$ cat config.mk
export PLATFORM = sky130hd
export DESIGN_NAME = rc_req_initiator_flat
export DESIGN_NICKNAME = d
export VERILOG_FILES = /design/src/rtl/rc_req_initiator_pkg.sv /design/src/rtl/rc_req_initiator_if.sv /design/src/rtl/rc_req_initiator_timer.sv /design/src/rtl/rc_req_initiator.sv /design/src/flat_wrapper.sv
export SDC_FILE = /design/constraint.sdc
export NUM_CORES = 1
export LEC_CHECK = 0
export ABC_AREA = 0
export CAP_MARGIN = 10
export CORE_MARGIN = 2
export CORE_UTILIZATION = 45
export CTS_BUF_LIST = sky130_fd_sc_hd__clkbuf_2
export DETAILED_ROUTE_END_ITERATION = 10
export MAX_ROUTING_LAYER = met4
export PLACE_DENSITY = 0.73
export SYNTH_ARGS = -nofsm -noshare
export SYNTH_HDL_FRONTEND = slang
export SYNTH_SLANG_ARGS = --single-unit
$ cat constraint.sdc
create_clock -name clk -period 1.77 [get_ports clk]
set_input_delay 0.2655 -clock clk [delete_from_list [all_inputs] [get_ports clk]]
set_output_delay 0.2655 -clock clk [all_outputs]
set_load 0.03 [all_outputs]
$ cat src/rtl/rc_req_initiator_pkg.sv
// Shared types and helpers for the rc_reqn/rc_ackn reconfiguration handshake.
// The handshake lines are active-low; use RC_ASSERT/RC_DEASSERT, not raw bits.
package rc_sync_pkg;

    typedef enum logic [1:0] {
        IDLE    = 2'd0,
        REQ     = 2'd1,
        BACKOFF = 2'd2,
        GRANT   = 2'd3
    } rc_state_e;

    localparam logic RC_ASSERT   = 1'b0;
    localparam logic RC_DEASSERT = 1'b1;

    // Timer width: the largest load value is max(...)-1, so $clog2(max) bits suffice.
    function automatic int cnt_width(input int a, input int b, input int c);
        int m;
        m = a;
        if (b > m) m = b;
        if (c > m) m = c;
        return (m < 2) ? 1 : $clog2(m);
    endfunction

    function automatic int att_width(input int max_retry);
        return $clog2(max_retry + 2);
    endfunction

endpackage

$ cat src/rtl/rc_req_initiator_if.sv
// Handshake and status bundle between the requesting controller and the initiator.
interface rc_req_initiator_if
    import rc_sync_pkg::*;
#(
    parameter int MAX_RETRY = 3
) ();
    localparam int AW = att_width(MAX_RETRY);

    logic          start;
    logic          rc_ackn;
    logic          rc_reqn;
    logic          rc_grant;
    logic          busy;
    logic          done;
    logic          err;
    logic          stray_ack;
    logic          start_drop;
    logic [AW-1:0] attempt;

    modport master (
        input  start, rc_ackn,
        output rc_reqn, rc_grant, busy, done, err, stray_ack, start_drop, attempt
    );

    modport slave (
        output start, rc_ackn,
        input  rc_reqn, rc_grant, busy, done, err, stray_ack, start_drop, attempt
    );
endinterface

$ cat src/rtl/rc_req_initiator_timer.sv
// Loadable down-counter shared by the REQ, BACKOFF and GRANT phases.
// Loaded with N-1 so expire marks the Nth cycle; it holds at zero rather than wrapping.
module rc_req_timer #(
    parameter int W = 4
) (
    input  logic         clk,
    input  logic         rst,
    input  logic         load,
    input  logic [W-1:0] load_val,
    output logic         expire
);
    logic [W-1:0] value;

    always_ff @(posedge clk) begin
        if (rst) begin
            value <= '0;
        end else if (load) begin
            value <= load_val;
        end else if (value != '0) begin
            value <= value - 1'b1;
        end
    end

    assign expire = (value == '0);
endmodule

$ cat src/rtl/rc_req_initiator.sv
// Requesting side of the rc_reqn/rc_ackn handshake: bounded request with
// timeout/backoff/retry, then a fixed grant window; all outputs registered.
module rc_req_initiator
    import rc_sync_pkg::*;
#(
    parameter int TIMEOUT_CYCLES = 1024,
    parameter int MAX_RETRY      = 3,
    parameter int GRANT_CYCLES   = 16,
    parameter int GAP_CYCLES     = 4
) (
    input  logic                clk,
    input  logic                rst,
    rc_req_initiator_if.master  bus
);
    localparam int TW = cnt_width(TIMEOUT_CYCLES, GRANT_CYCLES, GAP_CYCLES);
    localparam int AW = att_width(MAX_RETRY);

    localparam logic [TW-1:0] LD_REQ   = TW'(TIMEOUT_CYCLES - 1);
    localparam logic [TW-1:0] LD_GRANT = TW'(GRANT_CYCLES - 1);
    localparam logic [TW-1:0] LD_GAP   = TW'(GAP_CYCLES - 1);
    localparam logic [AW-1:0] ATT_MAX  = AW'(MAX_RETRY);

    rc_state_e     state, state_nx;
    logic [AW-1:0] attempt_q, attempt_nx;
    logic          tmr_load;
    logic [TW-1:0] tmr_val;
    logic          tmr_expire;
    logic          done_nx, err_nx;
    logic          ack_seen;

    logic reqn_q, grant_q, done_q, err_q, stray_q, drop_q;
    logic pending;
    logic ackn_q;

    assign ack_seen = (bus.rc_ackn == RC_ASSERT);

    rc_req_timer #(.W(TW)) u_timer (
        .clk      (clk),
        .rst      (rst),
        .load     (tmr_load),
        .load_val (tmr_val),
        .expire   (tmr_expire)
    );

    always_comb begin
        state_nx   = state;
        attempt_nx = attempt_q;
        tmr_load   = 1'b0;
        tmr_val    = '0;
        done_nx    = 1'b0;
        err_nx     = 1'b0;
        unique case (state)
            IDLE: begin
                if (bus.start || pending) begin
                    state_nx   = REQ;
                    attempt_nx = '0;
                    tmr_load   = 1'b1;
                    tmr_val    = LD_REQ;
                end
            end
            REQ: begin
                // Ack beats timeout when both land on the expiry cycle.
                if (ack_seen) begin
                    state_nx = GRANT;
                    tmr_load = 1'b1;
                    tmr_val  = LD_GRANT;
                end else if (tmr_expire) begin
                    if (attempt_q < ATT_MAX) begin
                        state_nx   = BACKOFF;
                        attempt_nx = attempt_q + AW'(1);
                        tmr_load   = 1'b1;
                        tmr_val    = LD_GAP;
                    end else begin
                        state_nx = IDLE;
                        err_nx   = 1'b1;
                    end
                end
            end
            BACKOFF: begin
                // A slow responder may still be answering the previous request.
                if (ack_seen) begin
                    state_nx = GRANT;
                    tmr_load = 1'b1;
                    tmr_val  = LD_GRANT;
                end else if (tmr_expire) begin
                    state_nx = REQ;
                    tmr_load = 1'b1;
                    tmr_val  = LD_REQ;
                end
            end
            GRANT: begin
                if (tmr_expire) begin
                    state_nx = IDLE;
                    done_nx  = 1'b1;
                end
            end
            default: state_nx = IDLE;
        endcase
    end

    always_ff @(posedge clk) begin
        if (rst) begin
            state     <= IDLE;
            attempt_q <= '0;
            reqn_q    <= RC_DEASSERT;
            grant_q   <= 1'b0;
            done_q    <= 1'b0;
            err_q     <= 1'b0;
            stray_q   <= 1'b0;
            drop_q    <= 1'b0;
            pending   <= 1'b0;
            ackn_q    <= RC_DEASSERT;
        end else begin
            state     <= state_nx;
            attempt_q <= attempt_nx;
            reqn_q    <= (state_nx == REQ) ? RC_ASSERT : RC_DEASSERT;
            grant_q   <= (state_nx == GRANT);
            done_q    <= done_nx;
            err_q     <= err_nx;
            ackn_q    <= bus.rc_ackn;
            // Only the leading cycle of an idle-time ack is reported.
            stray_q   <= (state == IDLE) && ack_seen && (ackn_q == RC_DEASSERT);
            drop_q    <= 1'b0;
            // IDLE always leaves when pending is set, so clearing it there is the consume.
            if (state == IDLE) begin
                pending <= 1'b0;
            end else if (bus.start) begin
                if (pending) drop_q  <= 1'b1;
                else         pending <= 1'b1;
            end
        end
    end

    assign bus.rc_reqn    = reqn_q;
    assign bus.rc_grant   = grant_q;
    assign bus.busy       = (state != IDLE);
    assign bus.done       = done_q;
    assign bus.err        = err_q;
    assign bus.stray_ack  = stray_q;
    assign bus.start_drop = drop_q;
    assign bus.attempt    = attempt_q;
endmodule
$ cat src/flat_wrapper.sv
// flat-port wrapper written by rule: the top's interface ports become plain ports
module rc_req_initiator_flat import rc_sync_pkg::*;
#(
    parameter int TIMEOUT_CYCLES = 1024,
    parameter int MAX_RETRY      = 3,
    parameter int GRANT_CYCLES   = 16,
    parameter int GAP_CYCLES     = 4
)
  (clk, rst, bus_start, bus_rc_ackn, bus_rc_reqn, bus_rc_grant, bus_busy, bus_done, bus_err, bus_stray_ack, bus_start_drop, bus_attempt);
  rc_req_initiator_if #(.MAX_RETRY(MAX_RETRY)) bus_i ();
  input  logic clk;
  input  logic rst;
  input wire logic [$bits(bus_i.start)-1:0] bus_start;
  input wire logic [$bits(bus_i.rc_ackn)-1:0] bus_rc_ackn;
  output wire logic [$bits(bus_i.rc_reqn)-1:0] bus_rc_reqn;
  output wire logic [$bits(bus_i.rc_grant)-1:0] bus_rc_grant;
  output wire logic [$bits(bus_i.busy)-1:0] bus_busy;
  output wire logic [$bits(bus_i.done)-1:0] bus_done;
  output wire logic [$bits(bus_i.err)-1:0] bus_err;
  output wire logic [$bits(bus_i.stray_ack)-1:0] bus_stray_ack;
  output wire logic [$bits(bus_i.start_drop)-1:0] bus_start_drop;
  output wire logic [$bits(bus_i.attempt)-1:0] bus_attempt;
  assign bus_i.start = bus_start;
  assign bus_i.rc_ackn = bus_rc_ackn;
  assign bus_rc_reqn = bus_i.rc_reqn;
  assign bus_rc_grant = bus_i.rc_grant;
  assign bus_busy = bus_i.busy;
  assign bus_done = bus_i.done;
  assign bus_err = bus_i.err;
  assign bus_stray_ack = bus_i.stray_ack;
  assign bus_start_drop = bus_i.start_drop;
  assign bus_attempt = bus_i.attempt;
  rc_req_initiator #(.TIMEOUT_CYCLES(TIMEOUT_CYCLES), .MAX_RETRY(MAX_RETRY), .GRANT_CYCLES(GRANT_CYCLES), .GAP_CYCLES(GAP_CYCLES)) u_core (.clk(clk), .rst(rst), .bus(bus_i));
endmodule
==> metrics.txt <==
status finished, final reports clean; worst min path class reg2reg; die height 55.8 um; Critical Path Slowest Stage Cell or3b_4; Layout Skew 0.00770 ns; Synth Instances 131; I/O pins 14; gr usage total 18.9%; Starting Density 48.2%; total power 3.10 mW; vias in the first global route 1140; non-filler cells in the finished layout 191; dpl cells 183; final period utilization 99.4%; core box area 0.00250 mm2; critical path class reg2reg; Max H-tree Level 1; grt total ovfl 0; reg2reg path depth 7; WP data required 2.02 ns; power share of the clock group 7.1%; fin nets 168; stages on the worst setup path 7; DIE AREA 0.00311 mm2; Netlist Area Pre-Place 0.00121 mm2; sequential power share 28.0%; initial antenna violation count 0; total of max-cap violations 0; WP buf/inv 2; post-DP HPWL 1950 um; Num CTS Buffers 3; PD cells 1930 mW/mm2; Async SR Flop Fraction 0%; Min Hold Slack 0.439 ns; ys flop type dfxtp_1; CP max stage delay 0.43 ns; crit-path max FO 4; CTS tree done; Root Driver clkbuf_2; Pleak 0.666 nW; Warnings, synthesis 0; Slew Limit Fails 0; Initial DRC Count 16; # fillers 209; antenna viol nets, final 0; share of post-route cells with drive strength above 1 35.4%; Cell Chain, Critical Path inv_2, ha_4, or3b_4, buf_6, o31a_1, o221ai_2, a21oi_2; unrepaired setup endpoints after global routing true; element type at the critical path end flip-flop; # hold bufs at CTS 0; Logic pwr share 64.9%; WL/cell 15.1 um; syn_nets 137; worst skew pair latency 0.34 ns; Hold Path Depth 2; DIE WIDTH 55.8 um; largest net degree at the start of global routing 13; Pint 1.69 mW; fin crit period 1.76 ns; FF+latch count, synth 23; Via-to-Cell Ratio 5.88; P&R area growth vs syn 33.5%; clk sinks 23; synth unique cells 44; Routed Wire Length 2880 um; Remaining DRCs 0; I/O Buffers 13; GPL Wtd Cong 0.882; cell family with most CP delay compound AO/OA/AOI/OAI gates; number of synthesized flops with an enable pin 0; Psw 1.41 mW; fmax 0.568 GHz; global-route wire length before repair 4690 um; Max VDD drop 1.13 mV; Final Hold Viols 0; CTS max path bufs 2; vias 1123; row count 18; Startpoint Class flip-flop; ANT cells 0; Slew headroom 70.5%; reg2reg setup slack 0.01 ns; arrival time worst endpoint 2.01 ns; Final setup viols 0; CTS clock-pin slew for the worst setup and hold paths 0.22 ns; switch share 45.4%; Worst-Margin Slew 0.442 ns; sequential area share after synthesis 38.2%; DRT Pass-1 Iters 4; Post-Syn Area per Cell 9.21 um2
power groups by stage:
stage	combinational [mW]	clock, mW	sequential (mW)
final	2.02	0.220	0.870
after global routing	2.21	0.252	0.883
after CTS	1.79	0.229	0.827
after detailed placement	1.75	0	0.843
after global placement	1.72	0	0.833
after floorplan	1.22	0	0.846
placed cells by master, fill, tap and decap left out, types with 2 or more instances in the layout:
master and n:
inv_1 3, a31oi_1 3, o21a_1 3, nand2_1 6
nor3_1 5, or2_2 2, nand3_1 3, o21ai_0 2
dfxtp_2 5, dfxtp_1 17, clkdlybuf4s50_1 9, a2bb2oi_1 2
or4_4 2, o31ai_1 5, xnor2_1 2, dlymetal6s2s_1 3
nor2b_1 4, nor4_4 2, inv_2 3, o221ai_1 3
clkbuf_2 4, a21oi_2 2, buf_4 22, xor2_1 2
a21oi_1 11, o31a_1 2, nor2_1 6, and2_1 2
through the flow:
| stage | setup TNS, ns | utilization [%] | area (um2) | worst slack (ns) |
|---|---|---|---|---|
| 2_1_floorplan | -0.00921 | - | 1220 | -0.00921 |
| 3_3_place_gp | 0 | 58.6 | 1460 | 0.0288 |
| 3_5_place_dp | -0.0370 | 58.6 | 1460 | -0.0256 |
| 4_1_cts | 0 | 60.2 | 1500 | 0.00346 |
| 5_1_grt | -0.0921 | 64.4 | 1610 | -0.0477 |
| 6_report | 0 | 64.4 | 1610 | 0.0101 |
layout make-up:
cell class,count,area [um2],area share (%)
multi-input cells,92,746,46.3
flip-flops and latches,23,470,29.2
repair buffers,36,314,19.5
well taps,30,37.5,2.33
inverters,6,22.5,1.40
clock buffers,4,20.0,1.24
repair_timing:
item	CTS	global route
pin swaps	2	8
endpoints found under the setup margin	4	13
gates resized for setup	4	24
setup buffers	2	2
sequential cells by signal, summed over array words and instances, names as in the netlist:
signal                 flops
u_core.ackn_q              1
u_core.bus.attempt         3
u_core.bus.done            1
u_core.bus.err             1
u_core.bus.rc_grant        1
u_core.bus.rc_reqn         1
u_core.bus.start_drop      1
u_core.bus.stray_ack       1
u_core.pending             1
u_core.state               2
u_core.u_timer.value      10
synthesized netlist by cell type, drive strengths merged (3+ instances only):
| cell type | instances | share of area (%) |
|---|---|---|
| dfxtp | 23 | 38 |
| a21oi | 13 | 5.4 |
| nor2 | 8 | 3.1 |
| buf | 6 | 3.5 |
| inv | 6 | 1.9 |
| nand2 | 6 | 1.9 |
| nor3 | 5 | 2.1 |
| o31ai | 5 | 3.1 |
| clkbuf | 4 | 1.2 |
| nor2b | 4 | 2.1 |
| nor4 | 4 | 2.6 |
| o221ai | 4 | 2.9 |
| a31oi | 3 | 1.6 |
| nand3 | 3 | 1.2 |
| o21a | 3 | 1.9 |
| o21ai | 3 | 1.2 |
worst reg2reg max path: cells and delay by family (launching register included):
| kind | cells | cell delay (ns) |
|---|---|---|
| DFF | 1 | 0.37 |
| and+or+nand+nor | 1 | 0.43 |
| AOI/OAI and AO/OA | 3 | 0.52 |
| buffers and inverters | 2 | 0.22 |
| adders and majority gates | 1 | 0.14 |
routing by layer:
metal	up-vias	routed length, um	global-route usage [%]
met5	-	0	-
li1	548	-	-
met4	0	44	5.92
met3	8	114	4.88
met1	542	1270	21.3
met2	25	1450	32.8
logic make-up after synthesis:
group,count (synthesis),share of synthesized area [%]
AO/OA/AOI/OAI,42,27.9
XOR/XNOR,4,2.91
adder cells (fa/ha/maj),2,2.07
buffers and inverters,16,6.64
flip-flops,23,38.2
multiplexers,2,1.76
AND/OR/NAND/NOR,42,20.5
final timing paths:
path,start,to
max reg2reg,u_core.u_timer.value[1],u_core.u_timer.value[6]
min,u_core.ackn_q,u_core.bus.stray_ack
min reg2reg,u_core.ackn_q,u_core.bus.stray_ack
max,u_core.u_timer.value[1],u_core.u_timer.value[6]
Power figures use the tool's default switching activity.
